<file path="src/rtl/mult_pkg.sv">
// rtl/mult_pkg.sv - shared types, default sizes and helpers for the sequential multiplier
package mult_pkg;

  typedef enum logic {
    IDLE = 1'b0,
    RUN  = 1'b1
  } state_t;

  localparam int DEFAULT_WIDTH = 16;
  localparam int DEFAULT_DIGIT = 4;

  // Number of digit slices needed to consume a full multiplier operand.
  function automatic int iter_count(input int width, input int digit);
    return width / digit;
  endfunction

endpackage

</file>
<file path="src/rtl/mult_digit.sv">
// rtl/mult_digit.sv - combinational WIDTH x DIGIT unsigned partial-product generator
module mult_digit
  import mult_pkg::*;
#(
  parameter int WIDTH = DEFAULT_WIDTH,
  parameter int DIGIT = DEFAULT_DIGIT
) (
  input  logic [WIDTH-1:0]       a,
  input  logic [DIGIT-1:0]       b,
  output logic [WIDTH+DIGIT-1:0] p
);

  localparam int PW = WIDTH + DIGIT;

  // Both factors are widened first so the product keeps every carry bit.
  assign p = PW'(a) * PW'(b);

endmodule

</file>
<file path="src/rtl/seq_mult.sv">
// rtl/seq_mult.sv - multi-cycle unsigned multiplier, one DIGIT slice per clock; SEQ_MULT_FULL_PRODUCT_EN adds out_hi
module seq_mult
  import mult_pkg::*;
#(
  parameter int WIDTH = DEFAULT_WIDTH,
  parameter int DIGIT = DEFAULT_DIGIT
) (
  input  logic             clk,
  input  logic             rst,
  input  logic             start,
  input  logic [WIDTH-1:0] ina,
  input  logic [WIDTH-1:0] inb,
  output logic             busy,
  output logic             done,
  output logic [WIDTH-1:0] out,
`ifdef SEQ_MULT_FULL_PRODUCT_EN
  output logic [WIDTH-1:0] out_hi,
`endif
  output logic             overflow
);

  localparam int ITER = iter_count(WIDTH, DIGIT);
  // Keep the counter at least one bit wide so ITER == 1 still elaborates.
  localparam int CW = (ITER > 1) ? $clog2(ITER) : 1;
  localparam logic [CW-1:0] K_LAST = CW'(ITER - 1);
  localparam int AW = 2 * WIDTH;

  state_t state, state_nxt;
  logic   load, step, finish;

  logic [WIDTH-1:0]       a_reg;
  logic [WIDTH-1:0]       b_reg;
  logic [CW-1:0]          k;
  logic [AW-1:0]          acc;
  logic [AW-1:0]          acc_next;
  logic [DIGIT-1:0]       b_digit;
  logic [WIDTH+DIGIT-1:0] pp;
  logic [AW-1:0]          pp_ext;

  logic             done_r;
  logic [WIDTH-1:0] out_r;
  logic             ovf_r;
`ifdef SEQ_MULT_FULL_PRODUCT_EN
  logic [WIDTH-1:0] out_hi_r;
`endif

  // b_reg is shifted right each step, so its low slice is always B[DIGIT*k +: DIGIT].
  assign b_digit = b_reg[DIGIT-1:0];

  mult_digit #(
    .WIDTH (WIDTH),
    .DIGIT (DIGIT)
  ) u_digit (
    .a (a_reg),
    .b (b_digit),
    .p (pp)
  );

  assign pp_ext   = AW'(pp);
  assign acc_next = acc + (pp_ext << (DIGIT * k));

  // State register.
  always_ff @(posedge clk) begin
    if (rst) state <= IDLE;
    else     state <= state_nxt;
  end

  // Next-state logic and per-cycle datapath controls.
  always_comb begin
    state_nxt = state;
    load      = 1'b0;
    step      = 1'b0;
    finish    = 1'b0;
    case (state)
      IDLE: begin
        if (start) begin
          load      = 1'b1;
          state_nxt = RUN;
        end
      end
      RUN: begin
        step = 1'b1;
        if (k == K_LAST) begin
          finish    = 1'b1;
          state_nxt = IDLE;
        end
      end
      default: state_nxt = IDLE;
    endcase
  end

  // Operand capture and shift-and-accumulate; operands are frozen while RUN.
  always_ff @(posedge clk) begin
    if (rst) begin
      a_reg <= '0;
      b_reg <= '0;
      acc   <= '0;
      k     <= '0;
    end else if (load) begin
      a_reg <= ina;
      b_reg <= inb;
      acc   <= '0;
      k     <= '0;
    end else if (step) begin
      acc   <= acc_next;
      b_reg <= b_reg >> DIGIT;
      k     <= finish ? '0 : k + CW'(1);
    end
  end

  // Result registers: written only on the finishing edge, so they hold between operations.
  always_ff @(posedge clk) begin
    if (rst) begin
      done_r   <= 1'b0;
      out_r    <= '0;
      ovf_r    <= 1'b0;
`ifdef SEQ_MULT_FULL_PRODUCT_EN
      out_hi_r <= '0;
`endif
    end else begin
      done_r <= finish;
      if (finish) begin
        out_r    <= acc_next[WIDTH-1:0];
        ovf_r    <= |acc_next[AW-1:WIDTH];
`ifdef SEQ_MULT_FULL_PRODUCT_EN
        out_hi_r <= acc_next[AW-1:WIDTH];
`endif
      end
    end
  end

  assign busy     = (state == RUN);
  assign done     = done_r;
  assign out      = out_r;
  assign overflow = ovf_r;
`ifdef SEQ_MULT_FULL_PRODUCT_EN
  assign out_hi   = out_hi_r;
`endif

endmodule

</file>
<file path="config.mk">
export PLATFORM = sky130hd
export DESIGN_NAME = seq_mult
export DESIGN_NICKNAME = d
export VERILOG_FILES = /design/src/rtl/mult_pkg.sv /design/src/rtl/mult_digit.sv /design/src/rtl/seq_mult.sv
export SDC_FILE = /design/constraint.sdc
export NUM_CORES = 1
export LEC_CHECK = 0
export CAP_MARGIN = 20
export CELL_PAD_IN_SITES_DETAIL_PLACEMENT = 2
export CELL_PAD_IN_SITES_GLOBAL_PLACEMENT = 2
export CORE_MARGIN = 2
export CORE_UTILIZATION = 39
export CTS_CLUSTER_SIZE = 10
export DETAILED_ROUTE_END_ITERATION = 12
export GPL_ROUTABILITY_DRIVEN = 0
export PLACE_DENSITY_LB_ADDON = 0.1
export SYNTH_ARGS = -nofsm -noshare
export SYNTH_HDL_FRONTEND = slang
export SYNTH_HIERARCHICAL = 1
export SYNTH_SLANG_ARGS = --single-unit
</file>
<file path="constraint.sdc">
create_clock -name clk -period 18.8 [get_ports clk]
set_input_delay 2.82 -clock clk [delete_from_list [all_inputs] [get_ports clk]]
set_output_delay 2.82 -clock clk [all_outputs]
set_load 0.005 [all_outputs]
</file>
# Word level (Yosys, flattened, before mapping)
# Cells that the tools add are included.
word_totals:
  regBits: 85
  in_bits: 35
  output_inout_bits: 19
  word_cells: 27
op_classes:
  addsub: 2
  n_mul: 1
  n_eq_ne: 1
  shift: 1
  mux: 10
  bitwise_logic: 1
  reduce_logical: 3
ops:
  columns: ["op", "count"]
  rows:
  - ["32-bit adder", 1]
  - ["16-bit 2-to-1 mux", 2]
  - ["20-bit by 4-bit << shifter with 32-bit output", 1]
  - ["16-bit by 4-bit multiplier with 20-bit output", 1]
  - ["16-bit OR reduction", 1]
  - ["1-bit 2-to-1 mux", 6]
  - ["2-bit by 1-bit adder with 2-bit output (second input constant)", 1]
  - ["2-bit == test (second input constant)", 1]
  - ["2-bit 2-to-1 mux", 1]
  - ["1-bit one-hot mux with 2 select lines", 1]
  - ["2-bit nonzero test", 1]
  - ["2-bit OR reduction", 1]
  - ["1-bit NOT", 1]

# Logic depth before layout (Yosys ltp)
depth:
  word_depth: 4
  depth_mapped: 27
  depth_no_buf: 25

# By module
# Netlist, hierarchy kept.
by_module_without_submodules:
  columns: ["mod", "instances", "cells_per_inst", "area_per_inst_um2", "seq_area_each_um2"]
  rows:
  - ["seq_mult", 1, 665, 5328.9, 1701.6]
  - ["mult_digit", 1, 272, 2083.2, 0.0]

# Worst setup path before layout
# OpenSTA, ideal clock, no wires.
synth_path:
  kind: "flip-flop to flip-flop"
  start: "register b_reg[3]"
  end: "register ovf_r (netlist: overflow)"
  setup_ns: 0.133
  t_arrival_ns: 6.152
  required_time_ns: 18.667
  setup_slack_ns: 12.515
  stages_incl_launch_ff: 27
  n_path_buf: 2
  period_less_slack_ns: 6.285
  cell_sequence: "dfxtp_1 clkbuf_1 nand2_1 fa_1 inv_1 fa_1 inv_1 fa_1 nor2b_1 o31a_1 o221a_4 nor2_4 mux2i_1 or4_1 mux2_2 nor2_1 a21oi_1 ha_1 buf_2 and3_1 a311oi_1 a21oi_1 or3_1 a211oi_1 nor4bb_1 nor4b_2 a311oi_1"
synth_between:
  elab_chain_cells: 4
synth_lines:
  columns: ["element", "line_no", "text"]
  rows:
  - ["start: declaration", "seq_mult.sv:32", "logic [WIDTH-1:0] b_reg;"]
  - ["start signal: assignment", "seq_mult.sv:101", "b_reg <= inb;"]
  - ["start signal: assignment", "seq_mult.sv:106", "b_reg <= b_reg >> DIGIT;"]
  - ["16-bit by 4-bit multiplier with 20-bit output", "mult_digit.sv:16", "assign p = PW'(a) * PW'(b);"]
  - ["via pp[12]", "seq_mult.sv:37", "logic [WIDTH+DIGIT-1:0] pp;"]
  - ["20-bit by 4-bit << shifter with 32-bit output", "seq_mult.sv:60", "assign acc_next = acc + (pp_ext << (DIGIT * k));"]
  - ["32-bit adder", "seq_mult.sv:60", null]
  - ["16-bit OR reduction", "seq_mult.sv:124", "ovf_r <= |acc_next[AW-1:WIDTH];"]
  - ["end signal: assignment", "seq_mult.sv:124", null]
  - ["end: declaration", "seq_mult.sv:42", "logic ovf_r;"]
# The timed path passes the listed nets, and every way through them passes these cells.
# A chain may end at the register's enable or synchronous reset.

# Worst setup path in the final report
# Same ends and word-level chain as after synthesis.

==> out/summary.txt <==
Arr. time, crit path -> 7.42 ns
Die area -> 0.0201 mm²
WL/cell -> 19.9 µm
Routed via count -> 6769
Post-synth EDFFs -> 0
Clk root buf -> clkbuf_16
Final Max Slew Viols -> 0
Initial Util -> 39.6%
Peak VDD IR -> 0.0417 mV
Leakage power -> 3.74 nW
Worst rel slew slack -> 26.7%
Post-route setup TNS -> 0 ns
Final cycle utilization of the critical path -> 38.3%
Pre-antenna DRT Iters -> 4
Net Switching -> 0.139 mW
Fin. Hold Viols -> 0
First-pass GRT wire length -> 39.3 mm
DRT antenna net count -> 0
Sequential share of power -> 43.1%
Final setup fails -> 0
Reg clk slew, reported paths -> 0.07 ns
Tot GR Track Use -> 24.4%
# DRC -> 0
Bufs on Longest Clock Path -> 2
Finished Cell Area -> 0.00840 mm²
Vias in the first global route -> 7488
Layout Nets -> 1077
Clock share of power -> 40.7%
Cell Pwr Density -> 53.6 mW/mm²
Area delta synth->final -> 13.3%
Worst Path Class, Setup -> flop to flop
Number of buffers created by CTS -> 9
Core Box Area -> 0.0187 mm²
Comb power frac -> 16.1%
Worst setup SP type -> flop
Syn Nets -> 1057
Outcome -> complete, no violations
Slew @ Worst Pin -> 1.10 ns
Synth Warn # -> 6
Sequential-to-total area share from yosys stat -> 23.0%
Cell Area, Placed -> 0.00808 mm²
Initial antenna violation count -> 0
Asr flop ratio synth -> 0%
Ratio of cells with drive above 1 in the final layout -> 4.37%
Iter 0 DRT Violations -> 142
# port buffers -> 53
Ranking of synthesized cells by area -> dfxtp_1 23%, ha_1 9.5%, mux2i_1 8.2%, fa_1 7.8%, a21oi_1 5.7%
Row cnt -> 50
Post-synth top flop -> dfxtp_1
MaxCap Viol Count -> 0
Die span in y -> 142 µm
Register bit count reported by yosys -> 85
TritonCTS Sinks -> 85
Avg Vias per Cell -> 5.66
Post-CTS Hold Buffers -> 0
Post-DP HPWL -> 18.5 mm
Top reg by flops -> acc
Top-area cell type share of the netlist area -> 23.0%
Switch share -> 30.9%
Syn_area_per_cell -> 7.91 µm²
Setup Fix Bufs, Post-CTS -> 0
Largest fanout on the critical path -> 17
Cells after Synth -> 937
Cell taking the most area after synthesis -> dfxtp_1
Critical path capture point type -> flop
Internal power -> 0.311 mW
Cts repair resizes -> 0
Fmax -> 0.139 GHz
IO Pins -> 54
Clock latency on the worst-skew pair -> 0.36 ns
Min-delay worst type -> flop to flop
Final Critical Period -> 7.20 ns
Unrepaired setup endpoints after global routing -> false
Die X -> 142 µm
CTS tree -> yes
Yosys cell types -> 68
Cell Area, Synth -> 0.00741 mm²
Max reg flops -> 32
Req. time, crit path -> 19.02 ns
Drt total wl -> 23.8 mm
Ant. Diodes -> 0
H-tree depth -> 3
Largest net degree at the start of global routing -> 39
Total congestion overflow -> 0
Final Skew -> 0.0109 ns
==> Yosys cell counts (all sizes together), types with 2 or more instances <==
| master | number |
|---|---|
| or2 | 4 |
| a2111oi | 2 |
| mux2 | 4 |
| a21oi | 84 |
| nor2 | 101 |
| a31o | 2 |
| a211oi | 9 |
| dfxtp | 85 |
| nand3 | 16 |
| a22o | 18 |
| nor3 | 10 |
| a21o | 13 |
| a41o | 2 |
| and2 | 54 |
| o31ai | 2 |
| nand4 | 14 |
| mux2i | 61 |
| xor2 | 11 |
| fa | 29 |
| o22ai | 2 |
| and3 | 10 |
| buf | 9 |
| a211o | 3 |
| nand2 | 92 |
| a221o | 2 |
| o21a | 11 |
| a31oi | 7 |
| or4 | 2 |
| o21bai | 3 |
| nand2b | 5 |
| clkbuf | 41 |
| xnor2 | 24 |
| o21ai | 37 |
| nor2b | 9 |
| or3 | 6 |
| ha | 56 |
| a221oi | 2 |
| inv | 70 |
| a311oi | 2 |
| o31a | 3 |
| o211ai | 4 |
==> kinds of logic after synthesis <==
group	synth area share, %
mux	8.85
flops	23.0
buf+inv	6.21
xor+xnor	4.14
simple gates	21.4
fa+ha+maj	17.3
compound gates	19.1
==> final timing paths <==
check | from | to | slack, ns | depth (start not counted)
hold reg to reg | out[11]$_SDFFE_PP0P_ | out[11]$_SDFFE_PP0P_ | 0.46 | 2
hold / removal | out[11]$_SDFFE_PP0P_ | out[11]$_SDFFE_PP0P_ | 0.46 | 2
setup / recovery | b_reg[3]$_SDFFE_PP0P_ | overflow$_SDFFE_PP0P_ | 11.60 | 24
setup reg to reg | b_reg[3]$_SDFFE_PP0P_ | overflow$_SDFFE_PP0P_ | 11.60 | 24
==> power groups by stage <==
| stage | Sequential (mW) | Clock (mW) | Combinational (mW) |
|---|---|---|---|
| 3_3_place_gp | 0.198 | 0 | 0.0677 |
| 3_5_place_dp | 0.199 | 0 | 0.0718 |
| 5_1_grt | 0.195 | 0.194 | 0.0803 |
| 4_1_cts | 0.194 | 0.188 | 0.0725 |
| 6_report | 0.194 | 0.183 | 0.0726 |
| 2_1_floorplan | 0.192 | 0 | 0.0506 |
==> critical path: stages, from the launching register on <==
cell and delay, ns:
dfxtp_1 0.63, nand2_1 0.17, fa_1 0.56, inv_1 0.05, fa_1 0.56, inv_1 0.06, fa_1 0.46, nor2b_1 0.18
o31a_1 0.20, o221a_4 0.20, nor2_4 0.05, mux2i_1 0.12, or4_1 0.56, mux2_2 0.31, nor2_1 0.10, a21oi_1 0.05
ha_1 0.40, and3_1 0.23, a311oi_1 0.69, a21oi_1 0.16, or3_1 0.36, a211oi_1 0.24, nor4bb_1 0.32, nor4b_2 0.25
a311oi_1 0.13
==> area by class of cell <==
class                           count  area (µm²)
Timing Repair Buffer               59         596
Sequential cell                    85        1700
Fill cell                        2158       10300
Multi-Input combinational cell    731        5250
Tap cell                          234         293
Clock buffer                       10         239
Clock inverter                      6        53.8
Inverter                           71         267
==> metal layers <==
layer  GRT usage, %  vias up  wire length, µm
met4           8.21        0              554
met3           2.70       38              474
li1               -     3266                -
met5              0        -                0
met1           30.5     3371            10900
met2           43.6       94            11900
==> metrics by stage <==
stage                     power, mW  setup WS, ns  utilization, %  std cells  hold slack (ns)
after floorplan               0.243         12.52               -        937            0.442
after global placement        0.265         11.95            43.2       1179            0.449
after detailed placement      0.270         11.54            43.2       1179            0.460
after CTS                     0.455         11.53            44.8       1195            0.467
after global routing          0.470         11.03            44.9       1196            0.476
final                         0.450         11.60            44.9       1196            0.459
==> placed cells by master (no fill, tap or decap), types with 11 or more instances in the layout <==
| cell | netlist | final |
|---|---|---|
| a22o_1 | 18 | 18 |
| nand2_1 | 92 | 92 |
| clkdlybuf4s50_1 | 0 | 53 |
| mux2i_1 | 61 | 61 |
| dfxtp_1 | 85 | 84 |
| a21oi_1 | 84 | 84 |
| a21o_1 | 13 | 13 |
| and2_1 | 54 | 54 |
| o21ai_0 | 26 | 26 |
| fa_1 | 29 | 29 |
| ha_1 | 56 | 56 |
| xor2_1 | 11 | 11 |
| nor2_1 | 100 | 100 |
| nand4_1 | 14 | 14 |
| inv_1 | 70 | 70 |
| nand3_1 | 16 | 16 |
| xnor2_1 | 24 | 24 |
| o21a_1 | 11 | 11 |
(Power assumes the default switching activity.)
==> RTL change (same settings) <==
The package constant `DEFAULT_WIDTH` goes from 16 to 8.
--- a/src/rtl/mult_pkg.sv
+++ b/src/rtl/mult_pkg.sv
@@ -8,3 +8,3 @@
 
-  localparam int DEFAULT_WIDTH = 16;
+  localparam int DEFAULT_WIDTH = 8;
   localparam int DEFAULT_DIGIT = 4;
Interface: changed (resized ina, inb and out); port bits go from 54 to 30. The function was not compared with the original's and may differ.
==> RTL change against the original RTL <==
  * Critical endpoint unchanged
  * Cell area is 53% lower
  * Synthesized area fell by 53%
  * Synthesized cell count fell by 55%
  * Via count shrank 57%
  * Sequential share of layout area increased by 2.0 points
  * Sequential cell count fell by 41
  * Critical path type unchanged
  * Critical path depth shrank 5
  * Setup slack improved by 1900 ps
  * Total power down 53%
  * Highest routed layer unchanged
  * Die area decreased by 52%
  * Routed wire length is 60% lower
  * Maximum frequency is 37% higher
  * First-iteration DRC count shrank 64%
==> RTL change: results (changes against the original RTL) <==
clock_tree:
  htree_levels: 2  # -1
  cts_made_buffers: 5  # -4
  root_buffer: "clkbuf_8"
  clk_latency_ps: 310  # -50 ps
  cts.clk_slew.worst_paths_ps: 90  # +20 ps
routing:
  drc: 0  # unchanged
  vias: 2916  # -57%
  wl_per_cell_um: 17.4  # -12%
  drt-initial-drc-count: 51  # -64%
setup_path:
  critical_path_arrival_ps: 5510  # -1910 ps
  reg2reg_from: "b_reg[2]"
  crit_slowest_cell: "fa_1"
  cp-start-kind: "flop"
  cp_max_fo: 9  # -8
  rrSetupSlack_ps: 13530  # +1930 ps
  reg2reg_depth: 19  # -21%
  max_stage_delay_ps: 550  # -140 ps
placed_design:
  detailed_place_hpwl_um: 7440  # -60%
  dpl_cell_area_mm2: 0.00385  # -52%
  io_buffers: 29  # -45%
grt:
  grt_max_degree: 38  # -2.6%
  grt_pass1_wl_um: 16300  # -58%
  grt_pass1_vias: 3238  # -57%
  grt_usage: 0.208  # -0.0354
logic_synthesis:
  synth_mux_area_frac: 0.0919  # +0.00340
  ys_seq_area_frac: 0.253  # +0.0230
  synth_most_common_cell: "nand2_1"
  ys_top_cells_by_count: "nand2_1, dfxtp_1, nor2_1, a21oi_1, ha_1"
  synth_compound_area_frac: 0.141  # -0.0499
  synth_xor_area_frac: 0.0527  # +0.0114
  ys_types: 48  # -29%
  synthAdderAreaFrac: 0.186  # +0.0130
  ys_warn_count: 6  # unchanged
  syn_nets: 483  # -54%
  synth.area.top_cells: "dfxtp_1, ha_1, fa_1"
hold_path:
  hold_end: "out[3]"
  min_from: "out[3]"
power:
  vdd_drop_max_uv: 28.0  # -33%
  leakage_uw: 0.00170  # -55%
  p_int_uw: 151  # -51%
finish:
  fill_cells: 1003  # -54%
  fin_util: 0.456  # +0.00722
  largest_reg_flops: 16  # -50%
  drive_gt1_frac: 0.0795  # +0.0359
  finalNetCount: 502  # -53%
  top_register: "acc"
timing:
  clock_skew_ps: 8.55  # -2.35 ps
  worst_slew_pin_slew_ps: 759  # -339 ps
outcome:
  status: "finished clean"
[RTL change: metrics by stage]
stage | cells | setup slack [ps] | hold WS, ps
after floorplan | 420 | 14080 | 453
after global placement | 540 | 13700 | 443
after detailed placement | 540 | 13570 | 455
after CTS | 548 | 13530 | 468
after global routing | 548 | 13220 | 496
final | 548 | 13530 | 461
[RTL change: per-layer routing]
layer  track usage  vias up  wire length [um]
li1              -     1460                 -
met1         0.261     1424              4320
met2         0.386       24              4990
met3        0.0255        8               155
met4        0.0379        0                77
met5             0        -                 0
[RTL change: critical path: cells and delay by family (launching register included)]
family | cells | cell delay (ps)
AOI/OAI and AO/OA | 6 | 1350
muxes | 1 | 290
DFF | 1 | 420
xor gates and xnor gates | 2 | 380
and+or+nand+nor | 4 | 870
adders and majority gates | 4 | 1790
buffers and inverters | 2 | 110
[RTL change: final cells by class]
class / count / share of cell area
inverter: 27 / 0.0256
sequential: 44 / 0.222
clock inverter: 2 / 0.00885
clock buffer: 6 / 0.0183
multi-input combinational: 330 / 0.614
tap: 108 / 0.0341
timing repair buffer: 31 / 0.0771
[RTL change: cells by family after synthesis]
| group | after synthesis |
|---|---|
| muxes | 31 |
| adders and majority gates | 44 |
| AOI/OAI and AO/OA | 74 |
| buffers and inverters | 46 |
| and+or+nand+nor | 160 |
| DFF | 44 |
| xor gates and xnor gates | 21 |
[RTL change: power groups by stage]
stage | logic (uW) | registers [uW] | clock network, uW
finish | 34.1 | 101 | 75.0
global route | 38.4 | 102 | 80.7
CTS | 34.7 | 101 | 77.5
detailed placement | 34.2 | 103 | 0
global placement | 33.1 | 103 | 0
floorplan | 23.9 | 101 | 0
